**config.mk**
```make
export PLATFORM = sky130hd
export DESIGN_NAME = controller_flat
export DESIGN_NICKNAME = d
export VERILOG_FILES = /design/src/rtl/controller_if.sv /design/src/rtl/controller.sv /design/src/flat_wrapper.sv
export SDC_FILE = /design/constraint.sdc
export NUM_CORES = 1
export LEC_CHECK = 0
export BUFFER_PORTS_ARGS = -buffer_cell sky130_fd_sc_hd__buf_2
export CORE_MARGIN = 1
export CORE_UTILIZATION = 45
export DETAILED_ROUTE_END_ITERATION = 7
export GPL_ROUTABILITY_DRIVEN = 0
export PLACE_DENSITY_LB_ADDON = 0.2
export SETUP_SLACK_MARGIN = 0.1
export SYNTH_ARGS = -nofsm -noshare
export SYNTH_HDL_FRONTEND = slang
export SYNTH_SLANG_ARGS = --single-unit
```
**constraint.sdc**
```tcl
create_clock -name p_clk -period 3.7 [get_ports p_clk]
set_input_delay 0.37 -clock p_clk [delete_from_list [all_inputs] [get_ports p_clk]]
set_output_delay 0.37 -clock p_clk [all_outputs]
set_load 0.1 [all_outputs]
```
**src/rtl/controller_if.sv**
```systemverilog
// APB-side bus of the SPI flash controller.
// The master drives the access and the slave returns the last word read from flash.
interface controller_if #(
  parameter int APB_WIDTH = 32
);
  logic [APB_WIDTH-1:0] p_addr;
  logic                 p_write;
  logic                 p_sel_x;
  logic                 p_enable;
  logic [APB_WIDTH-1:0] p_wdata;
  logic [APB_WIDTH-1:0] p_rdata;

  modport master (
    output p_addr, p_write, p_sel_x, p_enable, p_wdata,
    input  p_rdata
  );

  modport slave (
    input  p_addr, p_write, p_sel_x, p_enable, p_wdata,
    output p_rdata
  );
endinterface

```
**src/rtl/controller.sv**
```systemverilog
// APB to parallel-SPI flash bridge.
//
// Each accepted APB access becomes one 8-beat frame:
//   opcode, addr[23:16], addr[15:8], addr[7:0], data[31:24] .. data[7:0].
// Each beat is two p_clk cycles, with the low phase first and then the high phase.
// In a read frame, s_miso is sampled at the end of the high phase of beats 4-7.
// While a frame is in flight, APB accesses are dropped.
//
// Optional macro WREN_CMD_EN: a write is preceded by a one-beat CMD_WREN frame.
// That frame is followed by one cycle with chip select high.
//
// state      | meaning
// IDLE       | waiting for p_sel_x & p_enable; s_css high
// SHIFT      | main frame, beat_q/phase_q select byte and clock level
// END        | one cycle with s_css high after the last beat
// WREN_BEAT  | (WREN_CMD_EN) single write-enable beat
// WREN_GAP   | (WREN_CMD_EN) one cycle with s_css high before the write frame
module controller #(
  parameter int                   APB_WIDTH = 32,
  parameter int                   SPI_WIDTH = 8,
  parameter logic [SPI_WIDTH-1:0] CMD_WRITE = 8'h02,
  parameter logic [SPI_WIDTH-1:0] CMD_READ  = 8'h01,
  parameter logic [SPI_WIDTH-1:0] CMD_WREN  = 8'h06
) (
  input  logic                 p_clk,
  input  logic                 p_reset_n,
  controller_if.slave          apb,
  output logic [SPI_WIDTH-1:0] s_mosi,
  input  logic [SPI_WIDTH-1:0] s_miso,
  output logic                 s_clk,
  output logic                 s_css
);

  typedef enum logic [2:0] {
    IDLE      = 3'd0,
    SHIFT     = 3'd1,
    END       = 3'd2,
    WREN_BEAT = 3'd3,
    WREN_GAP  = 3'd4
  } state_t;

  state_t state_q, state_d;
  logic [2:0]  beat_q, beat_d;
  logic        phase_q, phase_d;
  logic        accept;

  logic        wr_q;
  logic [23:0] addr_q;
  logic [31:0] wdata_q;
  logic [23:0] rx_q;
  logic [31:0] rdata_q;
  logic [SPI_WIDTH-1:0] beat_byte;

  // Only the low 24 address bits reach the flash.
  logic unused_addr_hi;
  assign unused_addr_hi = ^apb.p_addr[APB_WIDTH-1:24];

  assign accept      = (state_q == IDLE) && apb.p_sel_x && apb.p_enable;
  assign apb.p_rdata = rdata_q;

  // State, beat and phase registers.
  always_ff @(posedge p_clk or negedge p_reset_n) begin
    if (!p_reset_n) begin
      state_q <= IDLE;
      beat_q  <= 3'd0;
      phase_q <= 1'b0;
    end else begin
      state_q <= state_d;
      beat_q  <= beat_d;
      phase_q <= phase_d;
    end
  end

  // Byte presented on s_mosi for the current beat of the main frame.
  always_comb begin
    beat_byte = '0;
    case (beat_q)
      3'd0: beat_byte = wr_q ? CMD_WRITE : CMD_READ;
      3'd1: beat_byte = addr_q[23:16];
      3'd2: beat_byte = addr_q[15:8];
      3'd3: beat_byte = addr_q[7:0];
      3'd4: beat_byte = wr_q ? wdata_q[31:24] : '0;
      3'd5: beat_byte = wr_q ? wdata_q[23:16] : '0;
      3'd6: beat_byte = wr_q ? wdata_q[15:8]  : '0;
      3'd7: beat_byte = wr_q ? wdata_q[7:0]   : '0;
      default: beat_byte = '0;
    endcase
  end

  // Next-state logic and SPI pin decode.
  always_comb begin
    state_d = state_q;
    beat_d  = beat_q;
    phase_d = phase_q;
    s_css   = 1'b1;
    s_clk   = 1'b0;
    s_mosi  = '0;
    case (state_q)
      IDLE: begin
        if (accept) begin
          beat_d  = 3'd0;
          phase_d = 1'b0;
`ifdef WREN_CMD_EN
          state_d = apb.p_write ? WREN_BEAT : SHIFT;
`else
          state_d = SHIFT;
`endif
        end
      end
`ifdef WREN_CMD_EN
      WREN_BEAT: begin
        s_css   = 1'b0;
        s_clk   = phase_q;
        s_mosi  = CMD_WREN;
        phase_d = ~phase_q;
        if (phase_q) state_d = WREN_GAP;
      end
      WREN_GAP: begin
        beat_d  = 3'd0;
        phase_d = 1'b0;
        state_d = SHIFT;
      end
`endif
      SHIFT: begin
        s_css   = 1'b0;
        s_clk   = phase_q;
        s_mosi  = beat_byte;
        phase_d = ~phase_q;
        if (phase_q) begin
          beat_d = beat_q + 3'd1;
          if (beat_q == 3'd7) state_d = END;
        end
      end
      END:     state_d = IDLE;
      default: state_d = IDLE;
    endcase
  end

  // Latch the access on acceptance and assemble read data MSB first.
  // p_rdata updates on the same edge that moves SHIFT to END.
  always_ff @(posedge p_clk or negedge p_reset_n) begin
    if (!p_reset_n) begin
      wr_q    <= 1'b0;
      addr_q  <= 24'd0;
      wdata_q <= 32'd0;
      rx_q    <= 24'd0;
      rdata_q <= 32'd0;
    end else begin
      if (accept) begin
        wr_q    <= apb.p_write;
        addr_q  <= apb.p_addr[23:0];
        wdata_q <= apb.p_wdata[31:0];
      end
      if (state_q == SHIFT && phase_q && beat_q[2]) begin
        rx_q <= {rx_q[15:0], s_miso};
        if (beat_q == 3'd7 && !wr_q) rdata_q <= {rx_q, s_miso};
      end
    end
  end

endmodule

```
**src/flat_wrapper.sv**
```systemverilog
// flat-port wrapper written by rule: the top's interface ports become plain ports
module controller_flat 
#(
  parameter int                   APB_WIDTH = 32,
  parameter int                   SPI_WIDTH = 8,
  parameter logic [SPI_WIDTH-1:0] CMD_WRITE = 8'h02,
  parameter logic [SPI_WIDTH-1:0] CMD_READ  = 8'h01,
  parameter logic [SPI_WIDTH-1:0] CMD_WREN  = 8'h06
)
  (p_clk, p_reset_n, s_mosi, s_miso, s_clk, s_css, apb_p_addr, apb_p_write, apb_p_sel_x, apb_p_enable, apb_p_wdata, apb_p_rdata);
  controller_if #(.APB_WIDTH(APB_WIDTH)) apb_i ();
  input  logic p_clk;
  input  logic p_reset_n;
  output logic [SPI_WIDTH-1:0] s_mosi;
  input  logic [SPI_WIDTH-1:0] s_miso;
  output logic s_clk;
  output logic s_css;
  input wire logic [$bits(apb_i.p_addr)-1:0] apb_p_addr;
  input wire logic [$bits(apb_i.p_write)-1:0] apb_p_write;
  input wire logic [$bits(apb_i.p_sel_x)-1:0] apb_p_sel_x;
  input wire logic [$bits(apb_i.p_enable)-1:0] apb_p_enable;
  input wire logic [$bits(apb_i.p_wdata)-1:0] apb_p_wdata;
  output wire logic [$bits(apb_i.p_rdata)-1:0] apb_p_rdata;
  assign apb_i.p_addr = apb_p_addr;
  assign apb_i.p_write = apb_p_write;
  assign apb_i.p_sel_x = apb_p_sel_x;
  assign apb_i.p_enable = apb_p_enable;
  assign apb_i.p_wdata = apb_p_wdata;
  assign apb_p_rdata = apb_i.p_rdata;
  controller #(.APB_WIDTH(APB_WIDTH), .SPI_WIDTH(SPI_WIDTH), .CMD_WRITE(CMD_WRITE), .CMD_READ(CMD_READ), .CMD_WREN(CMD_WREN)) u_core (.p_clk(p_clk), .p_reset_n(p_reset_n), .apb(apb_i), .s_mosi(s_mosi), .s_miso(s_miso), .s_clk(s_clk), .s_css(s_css));
endmodule
```
==> run metrics, run 1 <==
startpoint types=flop; Worst Setup Slack, final=246 ps; # setup viols final=0; Worst setup EP type=output port; number of buffers created by CTS=17; status=finished, final reports clean; post-CTS setup buffers=0; synth cell count leaders=119 x dfrtp_1, 111 x mux2_2, 9 x buf_2; post-synthesis compound-gate area fraction=6.65%; Die Ht=roughly 110 µm; Post-Synthesis Net Count=415; cell area after synthesis=approximately 0.0049 mm²; via/cell ratio=5.32; GRT overflow=0; XOR/XNOR Fraction of Synth Area=0%; YS warnings=0; Die W=107 µm; final worst path period need=roughly 3500 ps; Initial DRC Count=156; # Max-Cap Violations=0; Simple-Gate Fraction of Synth Area=approximately 3.3%; H-Tree Depth=4; main combinational cell family by area after synthesis=multiplexers; Hold Fails Final Rpt=0; largest net degree at the start of global routing=63; initial antenna violation count=0; syn_area_per_cell=14.9 µm²; Starting Density=47.1%; Async S/R FF share, synth=between 90% and 100%; TritonCTS clock tree=done; die area=0.0114 mm²; register area=0.00298 mm²; fin util=around three fifths; drt wl/cell=16.6 µm; hold_sp=apb_p_addr[16]; FF-to-FF Start=u_core.state_q[1]; CP Launch Point=u_core.beat_q[0]; core area=0.0105 mm²; Clock Sink Count=between 100 and 150; critical path class=flop to output port; synth unique cells=32; HPWL Detailed=about 6.6 mm; DRT antenna net count=0; DRC viols=0; via count of the routed design=3158; Static Leak=slightly below 3 nW; top-count cell post-synth=dfrtp_1; Clock Skews=8.96 ps; Pwr Density=996 mW/mm²; first-pass GRT wire length=16.2 mm; I/O pin total=119; sequential element share of the synthesized area=60.2%; antenna cells=0; maximum root-to-sink buffer count=2; Synth Flop Type=dfrtp_1; VDD IR-drop max=0.492 mV; number of global-route vias before repair=3241; Worst-Margin Slew=750 ps; Max Clock Freq=289 MHz; Port Buffers=110; area share of the largest cell type after synthesis=60.2%; Hold Path Class=input pin to flop; Adder-Cell Fraction of Synth Area=1.52%; CP required=between 3000 and 4000 ps; largest area contributor in the netlist=dfrtp_1; Tcrit/Tclk final=93.4%; Root Driver=clkbuf_8; synthesis-stage register bit count=119; proportion of synthesized area in mux cells=25.5%; worst skew pair latency=500 ps; CP max FO=17; area grow syn2layout=24.4%; Slew Viols, Final=0; share of layout cells above drive strength 1=57.9%; Fill cells=877; fin nets=528; drt pass-1 iters=4; crit path DAT=3080 ps; multi-input logic area=0.00185 mm²; clk slew on worst S/H paths=60 ps; max_slew headroom=50.0%; post-place setup slack=661 ps; final wirelength=a little under 10 mm; Rows=37; Area contributors post-synth=dfrtp_1 60%, mux2_2 25%, ha_1 1.5%; number of synthesized flops with an enable pin=0; Syn Inst Count=332; RSZ-0062 raised after global routing=true; Total Routing Usage GR=18.7%
==> final timing paths <==
kind / end / slack (ps) / cells after the start
setup reg to reg: u_core.apb.p_rdata[31] / 1510 / 6
setup / recovery: s_mosi[1] / 250 / 7
hold reg to reg: u_core.apb.p_rdata[5] / 500 / 1
min in group asynchronous: u_core.rx_q[17] / 480 / 2
hold / removal: u_core.addr_q[16] / 90 / 3
max in group asynchronous: u_core.beat_q[0] / 2440 / 3
==> cell type report <==
class | instances | share of cell area (%)
flip-flops and latches | 119 | 48.4
multi-input cells | 187 | 30.1
repair buffers | 115 | 9.93
clock buffers | 18 | 6.79
well taps | 136 | 2.77
clock inverters | 14 | 1.67
inverters | 5 | 0.305
==> metrics by stage <==
step	instances	power (mW)	area, µm²	hold slack (ps)	setup TNS [ps]
after floorplan	332	4.21	4950	74.4	-820
after global placement	561	4.67	5620	465	0
after global routing	594	6.45	6150	71.0	0
after detailed placement	561	4.74	5620	481	0
final	594	6.13	6150	89.7	0
after CTS	594	6.18	6150	59.4	0
==> where the power goes <==
part           total (mW)  internal (mW)  switching, mW
Clock                1.40          0.823          0.579
Sequential           2.19           1.85          0.334
Combinational        2.54          0.817           1.72
==> worst max-delay path, stage by stage (launching register included) <==
cell and delay, ps:
dfrtp_1 410, inv_1 90, ha_1 450, or4_4 630
a21oi_4 280, o21ai_0 170, a21oi_2 200, clkbuf_4 360
==> kinds of logic (layout without fill, tap and decap cells) <==
kind of cell	count (synthesis)	count (layout)
buffers and inverters	26	152
flip-flops	119	119
AO/OA/AOI/OAI	43	43
adder cells (fa/ha/maj)	6	6
AND/OR/NAND/NOR	26	26
multiplexers	112	112
==> sequential cells by signal, summed over array words and instances, names as in the netlist <==
signal,flops
u_core.wdata_q,32
u_core.beat_q,3
u_core.state_q,2
u_core.apb.p_rdata,32
u_core.wr_q,1
u_core.addr_q,24
u_core.phase_q,1
u_core.rx_q,24
==> routing by layer <==
layer / wire [µm] / part of all wire [%] / up-vias / global-route usage, %
met5: 0 / 0 / - / 0
met3: 491 / 5.0 / 18 / 5.59
met1: 4300 / 44 / 1586 / 23.5
met2: 4810 / 49 / 94 / 28.9
li1: - / - / 1460 / -
met4: 264 / 2.7 / 0 / 10.3
==> layout by cell type, fill, tap and decap left out, types with 3 or more instances in the layout <==
cell,instances
dfrtp_1,119
mux2_2,111
buf_2,107
clkbuf_16,16
a22oi_1,8
a221oi_1,7
o21ai_0,7
a222oi_1,6
nand2_1,6
o22ai_1,6
nor3_1,6
ha_1,6
inv_1,4
clkinvlp_4,4
clkinv_2,4
buf_4,4
nand3b_1,3
clkinv_4,3
inv_6,3
==> timing repair <==
item                                   CTS  global route
hold buffers                             1             0
setup endpoints to repair                0             2
resized for setup                        0             2
endpoints found under the hold margin   57             0
Note: power is estimated with default switching activity, not from simulation.
==> inputs of run 2 (changes only) <==
PLACE_DENSITY = 0.79   (was default)
PLACE_DENSITY_LB_ADDON = default   (was 0.2)
==> run 2 against run 1 <==
  * Critical path depth stayed put
  * Total power is 5.7% higher
  * Non-clock buffer count is 1 higher
  * Global-route usage is 1.3 points higher
  * Clock skew is 2.3 ps lower
  * Wire length is 7.2% higher
==> run metrics, run 2 (synthesis gave the netlist of run 1 again) <==
antenna cells=0 (unchanged); Initial DRC Count=125 (was 156); DRT antenna net count=0 (unchanged); initial antenna violation count=0 (unchanged); Max Clock Freq=286 MHz (was 289 MHz); Starting Density=47.1% (unchanged); grt met1 use=24.9% (was 23.5%); drt pass-1 iters=4 (unchanged); first-pass GRT wire length=17.4 mm (was 16.2 mm); Die W=107 µm (unchanged); Pwr Density=1040 mW/mm² (was 996 mW/mm²); RSZ-0062 raised after global routing=false (was true); busiest layer in global routing=met2 (unchanged); VDD IR-drop max=0.736 mV (was 0.492 mV); number of buffers created by CTS=17 (unchanged); I/O pin total=119 (unchanged); # Max-Cap Violations=0 (unchanged); core area=0.0105 mm² (unchanged); Slew Viols, Final=0 (unchanged); fin util=59.5% (was 58.5%); Static Leak=3.00 nW (was 2.95 nW); die area=0.0114 mm² (unchanged); H-Tree Depth=4 (unchanged); final worst path period need=3500 ps (was 3450 ps); Final Non-Filler Cells=595 (was 594); post-CTS setup buffers=0 (unchanged); CP max FO=9 (was 17); Post-CTS Resized=0 (unchanged); fin nets=529 (was 528); number of global-route vias before repair=3382 (was 3241); largest net degree at the start of global routing=75 (was 63); HPWL Detailed=6.93 mm (was 6.57 mm); met3 usage=6.20% (was 5.59%); maximum root-to-sink buffer count=2 (unchanged); startpoint types=flop (unchanged); critical path class=flop to output port (unchanged); Hold Fails Final Rpt=0 (unchanged); met2 Usage GRT=32.8% (was 28.9%); Die Ht=107 µm (unchanged); Worst setup EP type=output port (unchanged); Clock Skews=6.63 ps (was 8.96 ps); Rows=37 (unchanged); Hold Path Class=input pin to asynchronous set/reset pin (was input pin to flop); clk slew on worst S/H paths=60 ps (about the same); most frequent cells in the layout=119 x dfrtp_1, 111 x mux2_2, 108 x buf_2 (was 119 x dfrtp_1, 111 x mux2_2, 107 x buf_2); area grow syn2layout=26.3% (was 24.4%); crit path DAT=3130 ps (was 3080 ps); via/cell ratio=5.37 (was 5.32); drt wl/cell=17.8 µm (was 16.6 µm); share of layout cells above drive strength 1=58.4% (was 57.9%); Worst-Margin Slew=931 ps (was 750 ps); DRC viols=0 (unchanged); status=finished, final reports clean (unchanged); Root Driver=clkbuf_8 (unchanged); hold_buf cts=0 (was 1); Clock Sink Count=119 (unchanged); Port Buffers=110 (unchanged); GRT overflow=0 (unchanged); Total Routing Usage GR=20.0% (was 18.7%); most common cell after layout, fill and taps aside=dfrtp_1 (unchanged); TritonCTS clock tree=done (unchanged); max_slew headroom=37.9% (was 50.0%); worst skew pair latency=500 ps (about the same); final wirelength=10.6 mm (was 9.86 mm); Tcrit/Tclk final=94.5% (was 93.4%); via count of the routed design=3196 (was 3158); placed cells=563 (was 561); # setup viols final=0 (unchanged); CP required=3330 ps (about the same)
## run 2: stage by stage
| stage | worst slack, ps | cell area [µm²] | setup TNS, ps | hold WS, ps | power [mW] |
|---|---|---|---|---|---|
| final | 204 | 6250 | 0 | 2.45 | 6.48 |
| after global placement | 796 | 5620 | 0 | 466 | 4.66 |
| after global routing | 121 | 6250 | 0 | 72.8 | 6.78 |
| after detailed placement | 737 | 5620 | 0 | 482 | 4.76 |
| after floorplan | -137 | 4950 | -820 | 74.4 | 4.21 |
| after CTS | 182 | 6250 | 0 | 32.4 | 6.52 |
## run 2: final timing paths
kind | start | to | slack (ps) | cells past startpoint
max | u_core.beat_q[0] | s_mosi[1] | 200 | 7
min | p_reset_n | u_core.rx_q[9] | 2 | 1
max reg2reg | u_core.state_q[1] | u_core.apb.p_rdata[10] | 1570 | 6
min reg2reg | u_core.apb.p_rdata[8] | u_core.apb.p_rdata[8] | 500 | 1
max in group asynchronous | p_reset_n | u_core.rx_q[22] | 2760 | 2
min in group p_clk | apb_p_wdata[3] | u_core.wdata_q[3] | 100 | 2
## run 2: layer usage
| layer | up-vias | share of wire [%] |
|---|---|---|
| met3 | 11 | 6.6 |
| met5 | - | 0 |
| met4 | 0 | 1.3 |
| met2 | 116 | 49 |
| met1 | 1608 | 44 |
| li1 | 1461 | - |
## run 2: final cells by class
type                            instances  area [µm²]
Fill cell                             819        4260
Sequential cell                       119        2980
Multi-Input combinational cell        187        1850
Timing Repair Buffer                  116         601
Clock buffer                           18         428
Clock inverter                         14         200
Tap cell                              136         170
Inverter                                5        18.8
## run 2: worst max-delay path, cell delays in order (launching register included)
cell     delay (ps)
dfrtp_1         420
ha_1            240
ha_1            290
or4_4           580
a21oi_4         290
o21ai_0         180
a21oi_2         160
buf_2           460
## run 2: power by group
part / leakage [nW] / total (mW) / switching (mW) / internal [mW]
sequential: 1.49 / 2.20 / 0.341 / 1.85
clock: 0.298 / 1.72 / 0.607 / 1.12
combinational: 1.22 / 2.56 / 1.74 / 0.815
==> inputs of run 3 (changes only) <==
CORE_UTILIZATION = 30   (was 45)
PLACE_DENSITY = 0.6   (was 0.79)
==> run 3 against run 2 <==
  * Sequential cell count did not move
  * First-iteration DRC count rose by 2.4%
  * Utilization fell by 20 points
  * Cell count rose by 13%
  * Critical path depth did not move
  * Critical endpoint unchanged
  * Largest cell class unchanged
==> run metrics, run 3 (synthesis gave the netlist of run 1 again) <==
Post-CTS Resized=0 (unchanged); final worst path period need=3440 ps (was 3500 ps); critical path class=flop to output port (unchanged); status=finished, final reports clean (unchanged); Tcrit/Tclk final=92.9% (was 94.5%); VDD IR-drop max=0.508 mV (was 0.736 mV); via count of the routed design=3209 (was 3196); CP required=3330 ps (about the same); Rows=46 (was 37); Port Buffers=110 (unchanged); post-place setup slack=680 ps (was 737 ps); Slew Viols, Final=0 (unchanged); crit path max-delay cell type=or4_4 (unchanged); Clock Skews=6.19 ps (was 6.63 ps); die area=0.0170 mm² (was 0.0114 mm²); TritonCTS clock tree=done (unchanged); Static Leak=3.02 nW (was 3.00 nW); Clock Sink Count=119 (unchanged); RSZ-0062 raised after global routing=false (unchanged); number of global-route vias before repair=3322 (was 3382); # Max-Cap Violations=0 (unchanged); HPWL Detailed=7.58 mm (was 6.93 mm); setup TNS=0 ps (unchanged); DRC viols=0 (unchanged); fin nets=528 (was 529); Starting Density=30.9% (was 47.1%); Tot Pwr=6.52 mW (was 6.48 mW); most common cell after layout, fill and taps aside=dfrtp_1 (unchanged); post-CTS setup buffers=0 (unchanged); maximum root-to-sink buffer count=2 (unchanged); drt wl/cell=16.6 µm (was 17.8 µm); DRT antenna net count=0 (unchanged); CP max FO=17 (was 9); worst skew pair latency=400 ps (was 500 ps); H-Tree Depth=4 (unchanged); Die W=130 µm (was 107 µm); core area=0.0160 mm² (was 0.0105 mm²); crit path DAT=3070 ps (was 3130 ps); Pwr Density=1030 mW/mm² (was 1040 mW/mm²); Worst Setup Slack, final=264 ps (was 204 ps); design area=0.00635 mm² (was 0.00625 mm²); CP top delay family=simple AND/OR/NAND/NOR gates (was compound AO/OA/AOI/OAI gates); Worst setup EP type=output port (unchanged); most frequent cells in the layout=119 x dfrtp_1, 111 x mux2_2, 109 x buf_2 (was 119 x dfrtp_1, 111 x mux2_2, 108 x buf_2); largest net degree at the start of global routing=62 (was 75); share of layout cells above drive strength 1=57.9% (was 58.4%); GRT overflow=0 (unchanged); Initial DRC Count=128 (was 125); hold_buf cts=0 (unchanged); Critical path buffers and inverters=2 (was 1); via/cell ratio=4.78 (was 5.37); Fill cells=1546 (was 819); Die Ht=130 µm (was 107 µm); clk slew on worst S/H paths=50 ps (was 60 ps); CP peak stage delay=630 ps (was 580 ps); I/O pin total=119 (unchanged); # setup viols final=0 (unchanged); Worst-Margin Slew=762 ps (was 931 ps); first-pass GRT wire length=17.2 mm (was 17.4 mm); initial antenna violation count=1 (was 0); Hold Fails Final Rpt=0 (unchanged); max_slew headroom=49.2% (was 37.9%); area grow syn2layout=28.5% (was 26.3%); number of buffers created by CTS=17 (unchanged); placed cell areas=0.00571 mm² (was 0.00562 mm²); Total Routing Usage GR=13.6% (was 20.0%); fin util=39.7% (was 59.5%); drt pass-1 iters=4 (unchanged); CP Cell Sequence=inv_1 -> ha_1 -> or4_4 -> a21oi_4 -> o21ai_0 -> a21oi_2 -> buf_2 (was ha_1 -> ha_1 -> or4_4 -> a21oi_4 -> o21ai_0 -> a21oi_2 -> buf_2); final wirelength=11.1 mm (was 10.6 mm); antenna cells=0 (unchanged); Hold Path Class=input pin to asynchronous set/reset pin (unchanged); Max Clock Freq=291 MHz (was 286 MHz); startpoint types=flop (unchanged); Root Driver=clkbuf_16 (was clkbuf_8)
-- run 3: worst register-to-register path: cells and delay by family, from the launching register on --
family	cells	cell delay, ps
flip-flops	1	420
buffers and inverters	2	550
AND/OR/NAND/NOR	3	720
multiplexers	1	400
-- run 3: through the flow --
step                      hold slack, ps  std cells
after floorplan                     74.4        332
after global placement               465        642
after detailed placement             475        642
after CTS                           46.8        672
after global routing                88.8        672
final                               25.7        672
-- run 3: final cells by class --
cell class / instances / area [µm²] / share of cell area [%]
Sequential cell: 119 / 2980 / 46.9
Multi-Input combinational cell: 187 / 1850 / 29.2
Timing Repair Buffer: 115 / 591 / 9.29
Clock buffer: 21 / 470 / 7.40
Tap cell: 216 / 270 / 4.25
Clock inverter: 9 / 173 / 2.72
Inverter: 5 / 18.8 / 0.295
-- run 3: report_power, final --
group          internal (mW)  switching [mW]  total [mW]
sequential              1.86           0.338        2.19
combinational          0.804            1.74        2.54
clock                   1.24           0.554        1.79
-- run 3: final timing paths --
check | endpoint | startpoint | slack [ps] | depth (start not counted)
setup / recovery | s_mosi[1] | u_core.beat_q[0] | 260 | 7
hold / removal | u_core.apb.p_rdata[25] | p_reset_n | 30 | 1
setup reg to reg | u_core.apb.p_rdata[28] | u_core.state_q[1] | 1500 | 6
hold reg to reg | u_core.apb.p_rdata[20] | u_core.apb.p_rdata[20] | 480 | 1
max in group asynchronous | u_core.addr_q[15] | p_reset_n | 2600 | 2
min in group p_clk | u_core.addr_q[16] | apb_p_addr[16] | 190 | 3
-- run 3: routing by layer --
metal	GRT usage [%]	vias up	part of all wire, %
li1	-	1454	-
met1	15.9	1625	41
met2	22.2	114	48
met3	5.33	16	8.6
met4	6.09	0	1.7
met5	0	-	0
